===== config.mk =====
export PLATFORM = sky130hd
export DESIGN_NAME = square_wave_gen
export DESIGN_NICKNAME = d
export VERILOG_FILES = /design/src/rtl/square_wave_gen.sv
export SDC_FILE = /design/constraint.sdc
export NUM_CORES = 1
export LEC_CHECK = 0
export ABC_CLOCK_PERIOD_IN_PS = 4350
export BUFFER_PORTS_ARGS = -buffer_cell sky130_fd_sc_hd__buf_2
export CAP_MARGIN = 40
export CORE_UTILIZATION = 47
export CTS_CLUSTER_DIAMETER = 50
export DETAILED_ROUTE_END_ITERATION = 16
export HOLD_SLACK_MARGIN = 0.05
export PLACE_DENSITY_LB_ADDON = 0.3
export SYNTH_ARGS = -nofsm -noshare
export SYNTH_HDL_FRONTEND = slang
export SYNTH_SLANG_ARGS = --single-unit

===== constraint.sdc =====
create_clock -name clock -period 4.35 [get_ports clock]
set_input_delay 0.2175 -clock clock [delete_from_list [all_inputs] [get_ports clock]]
set_output_delay 0.2175 -clock clock [all_outputs]
set_load 0.01 [all_outputs]

===== src/rtl/square_wave_gen.sv =====
// Pulse (square-wave) tone channel: period timer, 8-step duty sequencer,
// length counter and sweep-overflow kill, with a registered sample output.
module square_wave_gen #(
  parameter int unsigned LENGTH_MAX = 64
) (
  input  logic        clock,
  input  logic        reset,
  input  logic        freq_tick,
  input  logic        length_tick,
  input  logic [10:0] frequency,
  input  logic [1:0]  duty,
  input  logic        trigger,
  input  logic        length_enable,
  input  logic        length_load,
  input  logic [5:0]  length_data,
  input  logic        sweep_ok,
  output logic        wave_out,
  output logic        channel_on,
  output logic [2:0]  duty_step
);

  localparam int unsigned TIMER_W = 12;
  localparam int unsigned LEN_W   = 7;
  localparam int unsigned STEP_W  = 3;

  logic [TIMER_W-1:0] r_timer;
  logic [STEP_W-1:0]  r_step;
  logic [LEN_W-1:0]   r_len;
  logic               r_on;
  logic               r_wave;

  logic [TIMER_W-1:0] w_timer;
  logic [STEP_W-1:0]  w_step;
  logic [LEN_W-1:0]   w_len;
  logic               w_on;
  logic               w_wave;
  logic [TIMER_W-1:0] w_reload;
  logic [LEN_W-1:0]   w_len_load;
  logic [7:0]         w_pattern;

  // Duty waveforms, bit n is the sample for step n
  always_comb begin
    w_pattern = 8'b0000_0001;
    case (duty)
      2'd0:    w_pattern = 8'b0000_0001;
      2'd1:    w_pattern = 8'b1000_0001;
      2'd2:    w_pattern = 8'b1000_0111;
      default: w_pattern = 8'b0111_1110;
    endcase
  end

  // Next-state: trigger dominates the timer/length paths, sweep overflow dominates everything
  always_comb begin
    w_reload   = TIMER_W'(2048) - TIMER_W'(frequency);
    w_len_load = LEN_W'(LENGTH_MAX) - LEN_W'(length_data);
    w_timer    = r_timer;
    w_step     = r_step;
    w_len      = r_len;
    w_on       = r_on;

    if (trigger) begin
      w_timer = w_reload;
      w_step  = '0;
      w_on    = 1'b1;
      if (length_load) begin
        w_len = (w_len_load == '0) ? LEN_W'(LENGTH_MAX) : w_len_load;
      end else if (r_len == '0) begin
        w_len = LEN_W'(LENGTH_MAX);
      end
    end else begin
      if (r_on && freq_tick) begin
        if (r_timer == TIMER_W'(1)) begin
          w_timer = w_reload;
          w_step  = r_step + STEP_W'(1);
        end else begin
          w_timer = r_timer - TIMER_W'(1);
        end
      end
      if (length_load) begin
        w_len = w_len_load;
      end else if (length_tick && length_enable && (r_len != '0)) begin
        w_len = r_len - LEN_W'(1);
        if (r_len == LEN_W'(1)) begin
          w_on = 1'b0;
        end
      end
    end

    if (!sweep_ok) begin
      w_on = 1'b0;
    end

    w_wave = w_pattern[w_step] & w_on;
  end

  always_ff @(posedge clock or negedge reset) begin
    if (!reset) begin
      r_timer <= '0;
      r_step  <= '0;
      r_len   <= '0;
      r_on    <= 1'b0;
      r_wave  <= 1'b0;
    end else begin
      r_timer <= w_timer;
      r_step  <= w_step;
      r_len   <= w_len;
      r_on    <= w_on;
      r_wave  <= w_wave;
    end
  end

  assign wave_out   = r_wave;
  assign channel_on = r_on;
  assign duty_step  = r_step;

endmodule


; ---- Word-level counts from Yosys, hierarchy flattened
; Cells that the tools add are included.
[totals]
mem_count = 0
mem_bits_rw = 0
inputBits = 27
reg_bits = 24
latch_bits = 0
wordCells = 47
rom_bits = 0
out_inout_bits = 5
[op_classes]
n_lt_le_gt_ge = 1
div = 0
multipliers = 0
eq_ne = 5
muxes = 20
n_bitwise = 1
shift = 0
addsub = 5
reduce_logical = 10
[op_table]
columns = op, count
row1 = $mux 7, 6
row2 = $mux 12, 3
row3 = $pmux 8 s3, 1
row4 = $logic_not 7->1, 2
row5 = $eq 12x1->1 const B, 1
row6 = $sub 12x1->12 const B, 1
row7 = $sub 12x11->12 const A, 1
row8 = $mux 3, 3
row9 = $eq 7x1->1 const B, 1
row10 = $reduce_bool 7->1, 1
row11 = $sub 7x1->7 const B, 1
row12 = $sub 7x6->7 const A, 1
row13 = $mux 1, 6
row14 = $lt 3x4->1 const B, 1
row15 = $add 3x1->3 const B, 1
row16 = $bmux 1 s3, 1
row17 = $logic_and 1x1->1, 3
row18 = $ne 3x1->1 const B, 1
row19 = $reduce_bool 3->1, 1
row20 = $eq 2x1->1 const B, 1
row21 = $eq 2x2->1 const B, 1
row22 = $logic_not 2->1, 1
row23 = $reduce_and 2->1, 1
row24 = $reduce_bool 2->1, 1
row25 = $and 1x1->1, 1

; ---- Depth between registers and ports, before layout
[logic_depth]
word_depth = 7
ltp_mapped = 8

; ---- Least setup slack after synthesis
; No wires, ideal clock.
[synth_timing]
path_type = reg-to-reg
start = register r_timer[2]
end = register r_timer[11]
required_time_ns = 4.228
path_stages_with_launch = 6
setup_time_ns = 0.122
arrival_ns = 1.802
setup_slack_ns = 2.426
cell_sequence = dfrtp_1 or4_4 or4_4 nor2_1 a31o_2 a21oi_2
[synth_between]
elab_chain_cells = 4
[synth_rtl]
columns = element, line_no
row1 = start: declaration, 26  ; logic [TIMER_W-1:0] r_timer;
row2 = start signal: assignment, 104  ; r_timer <= w_timer;
row3 = $sub 12x1->12 or $eq 12x1->1 (tied branches), "76, 72"
row4 = $mux 12 *, 72  ; if (r_timer == TIMER_W'(1)) begin
row5 = $mux 12 *, 71  ; if (r_on && freq_tick) begin
row6 = $mux 12 *, 61  ; if (trigger) begin
; Every way passes the cells marked *; elsewhere a longest branch is shown, timed or not. The select of a mux whose other input is x is not followed.
; A chain may end at the register's enable or synchronous reset.

; ---- Worst setup path in the final report
[layout_timing]
start = register r_len[3]
end = register r_len[6]
[layout_between]
elab_chain_cells = 4
[layout_rtl]
columns = element, line_no
row1 = start: declaration, 28  ; logic [LEN_W-1:0] r_len;
row2 = start signal: assignment, 106  ; r_len <= w_len;
row3 = $sub 7x1->7 or $reduce_bool 7->1 (tied branches), "82, 81"
row4 = $mux 7 or $logic_and 1x1->1 (tied branches), 81  ; end else if (length_tick && length_enable && (r_len != '0)) begin
row5 = $mux 7 or $reduce_bool 3->1 (tied branches), -
row6 = $mux 7 or $reduce_and 2->1 (tied branches), -
; Parallel ways exist; a longest one is shown, timed or not. The select of a mux whose other input is x is not followed.

==> results.md <==
CTS:
- The CTS buffer count is 3.
- At the later pin of the worst-skew pair, clock insertion delay measures 0.27 ns.
- In this run the number of H-tree levels came out at 1.
- The clock drives 24 sinks.
- The clock passes through at most 2 buffers.
- The CTS tree is built.
- The clock-pin slew reported for the worst setup and hold paths after clock tree synthesis is 0.09 ns.
- CTS placed an instance of sky130_fd_sc_hd__clkbuf_8 at the clock tree root.
- The number of hold buffers added after CTS was 1.
- The post-CTS setup buffer count is 0.
- The number of gates resized after cts is 0.

Worst setup path:
- The endpoint kind of the worst setup timing path is a register.
- The type of the worst setup path is register to register.
- The worst register-to-register path begins at r_len[3].
- Walking the worst path, the cells encountered are nor3_1, a31oi_1, a21boi_0, buf_4, nor4_1, a211o_1.
- The critical path startpoint is r_len[3].
- The largest individual stage delay along the critical path comes from the cell sky130_fd_sc_hd__a21boi_0.
- Together, buffers and inverters on the worst path number 1.
- STA puts the critical path data required time at roughly 4.5 ns.
- The data arrival at the endpoint of the critical path is ~2.5 ns.
- In this design, the stage delay of the slowest critical-path cell is around 0.6 ns.
- The critical path's top delay family is compound AO/OA/AOI/OAI gates.
- STA classifies the critical path startpoint as a register.
- The peak fanout along the critical path is 8.

Detailed routing:
- The detailed router placed approximately 1800 vias in this run.
- The routed via count divided by cell count is 5.748.
- For this block, the initial DRC count from the detailed router was between 80 and 90.
- The DRC violations left is 0.
- The count of nets left with antenna violations once routing finished came out at 0.
- The first detailed-routing pass took 4 iterations.
- The routed wire length is between 4000 and 5000 um.
- In the final routed layout, each cell accounts on average for roughly 13 um.

Power:
- The portion of total power attributed to combinational logic is between 20 and 30%.
- For this design the static power due to leakage is a little over 0.9 nW.
- The clock network burns approximately a quarter of the power.
- The net switching power figure is roughly 0.21 mW.
- The sequential fraction of design power is 47.5%.
- For this design the ratio of total power to cell area is between 200 and 300 nW/um^2.
- The internal portion of total power is just over 0.4 mW.
- IR analysis of the VDD net gives a maximum drop of between 150 and 200 uV.
- Of the total power, the share spent switching nets is between 30% and 40%.

Floorplanning:
- Pin placement for this block handled 32 I/O pins.
- Measured along the x axis, the die boundary spans ~66 um.
- The placeable core area is 3799 um^2.
- The starting utilization of the core area is 50.82%.
- The area enclosed by the die boundary is about 4400 um^2.
- Row generation in the floorplan step produced 22 rows.
- The die is approximately 66 um tall.

Cells and area:
- Once layout is done, the placed cells without fillers occupy ~2200 um^2.
- The post-synthesis to final-layout area growth is 13.03%.
- The number of nets in the finished design is between 300 and 400.
- The diode insertion count for antenna repair is 0.
- Cells with a size suffix above 1 make up roughly a fifth of the layout.

Synthesis:
- Yosys mapped a number of flops with a built-in enable equal to 0.
- The number of unique standard cell types used by synthesis is between 50 and 60.
- Yosys printed 0 warnings.
- The sequential element share of the synthesized area is 31.11%.
- In the synthesized netlist the dominant register cell turns out to be sky130_fd_sc_hd__dfrtp_1.
- The share of async-settable or async-resettable flops after synthesis is between 90% and 100%.
- The mean area per synthesized cell is 8.146 um^2.
- Counting every net in the synthesized netlist gives about 270.
- The post-synthesis instance area is 1931 um^2.
- The number of cells produced by synthesis is roughly 240.
- The flop and latch count out of synthesis is 24.

STA:
- Across all hold checks on the routed design, the worst slack comes to approximately 0.23 ns.
- The number of failing hold endpoints at the final stage is 0.
- The final worst-path setup slack is approximately 2 ns.
- The worst pin sits at a relative slew slack of 53.59%.
- For the final database, setup skew stands at 0.005966 ns.
- Static timing analysis puts the maximum clock frequency at between 0.4 and 0.5 GHz.
- After layout, the minimum clock period comes to between 2 and 2.5 ns.
- Setup repair after global routing left no endpoint under its margin.
- At the pin with the least slew margin, the transition time is 0.6900 ns.
- The number of pins with negative max-slew slack in the final report is 0.
- The worst path uses a little over half of the clock period.
- The total negative slack for setup checks is 0 ns.
- The total setup violations reported at the end of the flow is 0.

Place:
- After legalization and detailed placement, the total HPWL measured between 3000 and 4000 um.
- After detailed placement, the total cell area comes to roughly 2100 um^2.
- During placement, the flow inserted port buffers numbering 31.
- Prior to clock tree synthesis, the placed netlist has a worst setup slack of just over 2 ns.
- Routability-driven placement finished with a final weighted congestion of between 0.8 and 0.9.

Run:
- The tool flagged a number of max-cap violations equal to 0.

Hold path:
- The type of the most critical hold path is input port to register.
- The worst hold path begins at frequency[0].

Global route:
- After global routing the overflow that remains totals 0.
- The initial antenna violation count is 0.
- Global routing used around a fifth of the available tracks across all layers.
- The number of global-route vias before repair is between 1500 and 2000.
- The first-pass GRT wire length is just over 7000 um.
- The pin count of the biggest net entering global routing is 26.

Status:
- The run finished with clean final reports.
cell type report:
cell class,count,area [um^2]
timing repair buffer,34,180.2
inverter,13,48.80
fill,369,1617
multi-input combinational,191,1237
sequential,24,600.6
tap,48,60.06
clock buffer,4,55.05
cells by family after synthesis:
| group | count (synthesis) | synth area share, % |
|---|---|---|
| adder cells (fa/ha/maj) | 10 | 6.481 |
| XOR/XNOR | 12 | 5.444 |
| multiplexers | 4 | 2.203 |
| buffers and inverters | 22 | 4.796 |
| AO/OA/AOI/OAI | 70 | 23.01 |
| AND/OR/NAND/NOR | 95 | 26.96 |
| flip-flops | 24 | 31.11 |
registers in the layout (all words and copies together) (netlist names):
| register | cells |
|---|---|
| r_timer | 12 |
| r_len | 7 |
| duty_step | 3 |
| channel_on | 1 |
| wave_out | 1 |
synth_stat cells, types with 3 or more instances:
library cell | n | area share, %
sky130_fd_sc_hd__nor3_1 | 12 | 3.1
sky130_fd_sc_hd__nor2_1 | 24 | 4.7
sky130_fd_sc_hd__xor2_1 | 3 | 1.4
sky130_fd_sc_hd__nor2b_1 | 4 | 1.3
sky130_fd_sc_hd__xnor2_1 | 9 | 4.1
sky130_fd_sc_hd__inv_1 | 13 | 2.5
sky130_fd_sc_hd__nor3b_1 | 3 | 1.2
sky130_fd_sc_hd__clkbuf_1 | 6 | 1.2
sky130_fd_sc_hd__a32oi_1 | 3 | 1.4
sky130_fd_sc_hd__ha_1 | 10 | 6.5
sky130_fd_sc_hd__nand3_1 | 4 | 1.0
sky130_fd_sc_hd__a31oi_1 | 4 | 1.3
sky130_fd_sc_hd__nand2_1 | 20 | 3.9
sky130_fd_sc_hd__dfrtp_1 | 24 | 31
sky130_fd_sc_hd__nand2b_1 | 4 | 1.3
sky130_fd_sc_hd__nand3b_1 | 3 | 1.2
sky130_fd_sc_hd__nor4_1 | 5 | 1.6
sky130_fd_sc_hd__a21oi_1 | 18 | 4.7
sky130_fd_sc_hd__o21ai_0 | 23 | 6.0
worst reg2reg max path: stages, from the launching register on:
cell	delay (ns)
sky130_fd_sc_hd__dfrtp_1	0.43
sky130_fd_sc_hd__nor3_1	0.45
sky130_fd_sc_hd__a31oi_1	0.18
sky130_fd_sc_hd__a21boi_0	0.60
sky130_fd_sc_hd__buf_4	0.27
sky130_fd_sc_hd__nor4_1	0.06
sky130_fd_sc_hd__a211o_1	0.27
stage by stage:
step | util (%) | total power [mW] | std cells
2_1_floorplan | - | 0.4101 | 237
3_3_place_gp | 55.53 | 0.4641 | 308
3_5_place_dp | 55.73 | 0.4685 | 309
4_1_cts | 57.44 | 0.6218 | 314
5_1_grt | 57.44 | 0.6645 | 314
6_report | 57.44 | 0.6178 | 314
metal layers:
metal  vias up  share of wire, %  GRT usage (%)
met5         -                 0              0
met4         0              0.61          5.053
met3         2               4.3          2.241
met2        40                46          33.04
met1       835                49          30.97
li1        928                 -              -
worst paths after layout:
path,endpoint,slack [ns],cells after the start
worst min-delay path,r_timer[0],0.23,3
worst min register to register,r_timer[5],0.52,2
min in group asynchronous,r_timer[0],0.46,2
max in group asynchronous,duty_step[1],3.53,2
worst max-delay path,r_len[6],2.00,6
worst max register to register,r_len[6],2.00,6
power groups by stage:
stage,sequential [mW],clock [mW],combinational (mW)
after global placement,0.296,0,0.168
after CTS,0.293,0.157,0.172
after detailed placement,0.298,0,0.171
final,0.293,0.153,0.171
after floorplan,0.290,0,0.120
after global routing,0.301,0.167,0.197
cell usage in the layout, fill, tap and decap left out, types with 3 or more instances in the layout:
cell and n:
sky130_fd_sc_hd__xor2_1 3, sky130_fd_sc_hd__nand2b_1 4, sky130_fd_sc_hd__a32oi_1 3, sky130_fd_sc_hd__clkbuf_8 4, sky130_fd_sc_hd__nand3_1 4, sky130_fd_sc_hd__nand2_1 20, sky130_fd_sc_hd__o21ai_0 23, sky130_fd_sc_hd__a31oi_1 4
sky130_fd_sc_hd__nand3b_1 3, sky130_fd_sc_hd__dfrtp_1 24, sky130_fd_sc_hd__a21oi_1 18, sky130_fd_sc_hd__nor2_1 24, sky130_fd_sc_hd__nor3b_1 3, sky130_fd_sc_hd__xnor2_1 9, sky130_fd_sc_hd__buf_2 31, sky130_fd_sc_hd__nor4_1 5
sky130_fd_sc_hd__inv_1 13, sky130_fd_sc_hd__nor3_1 12, sky130_fd_sc_hd__nor2b_1 4, sky130_fd_sc_hd__ha_1 10
Power figures use the tool's default switching activity.
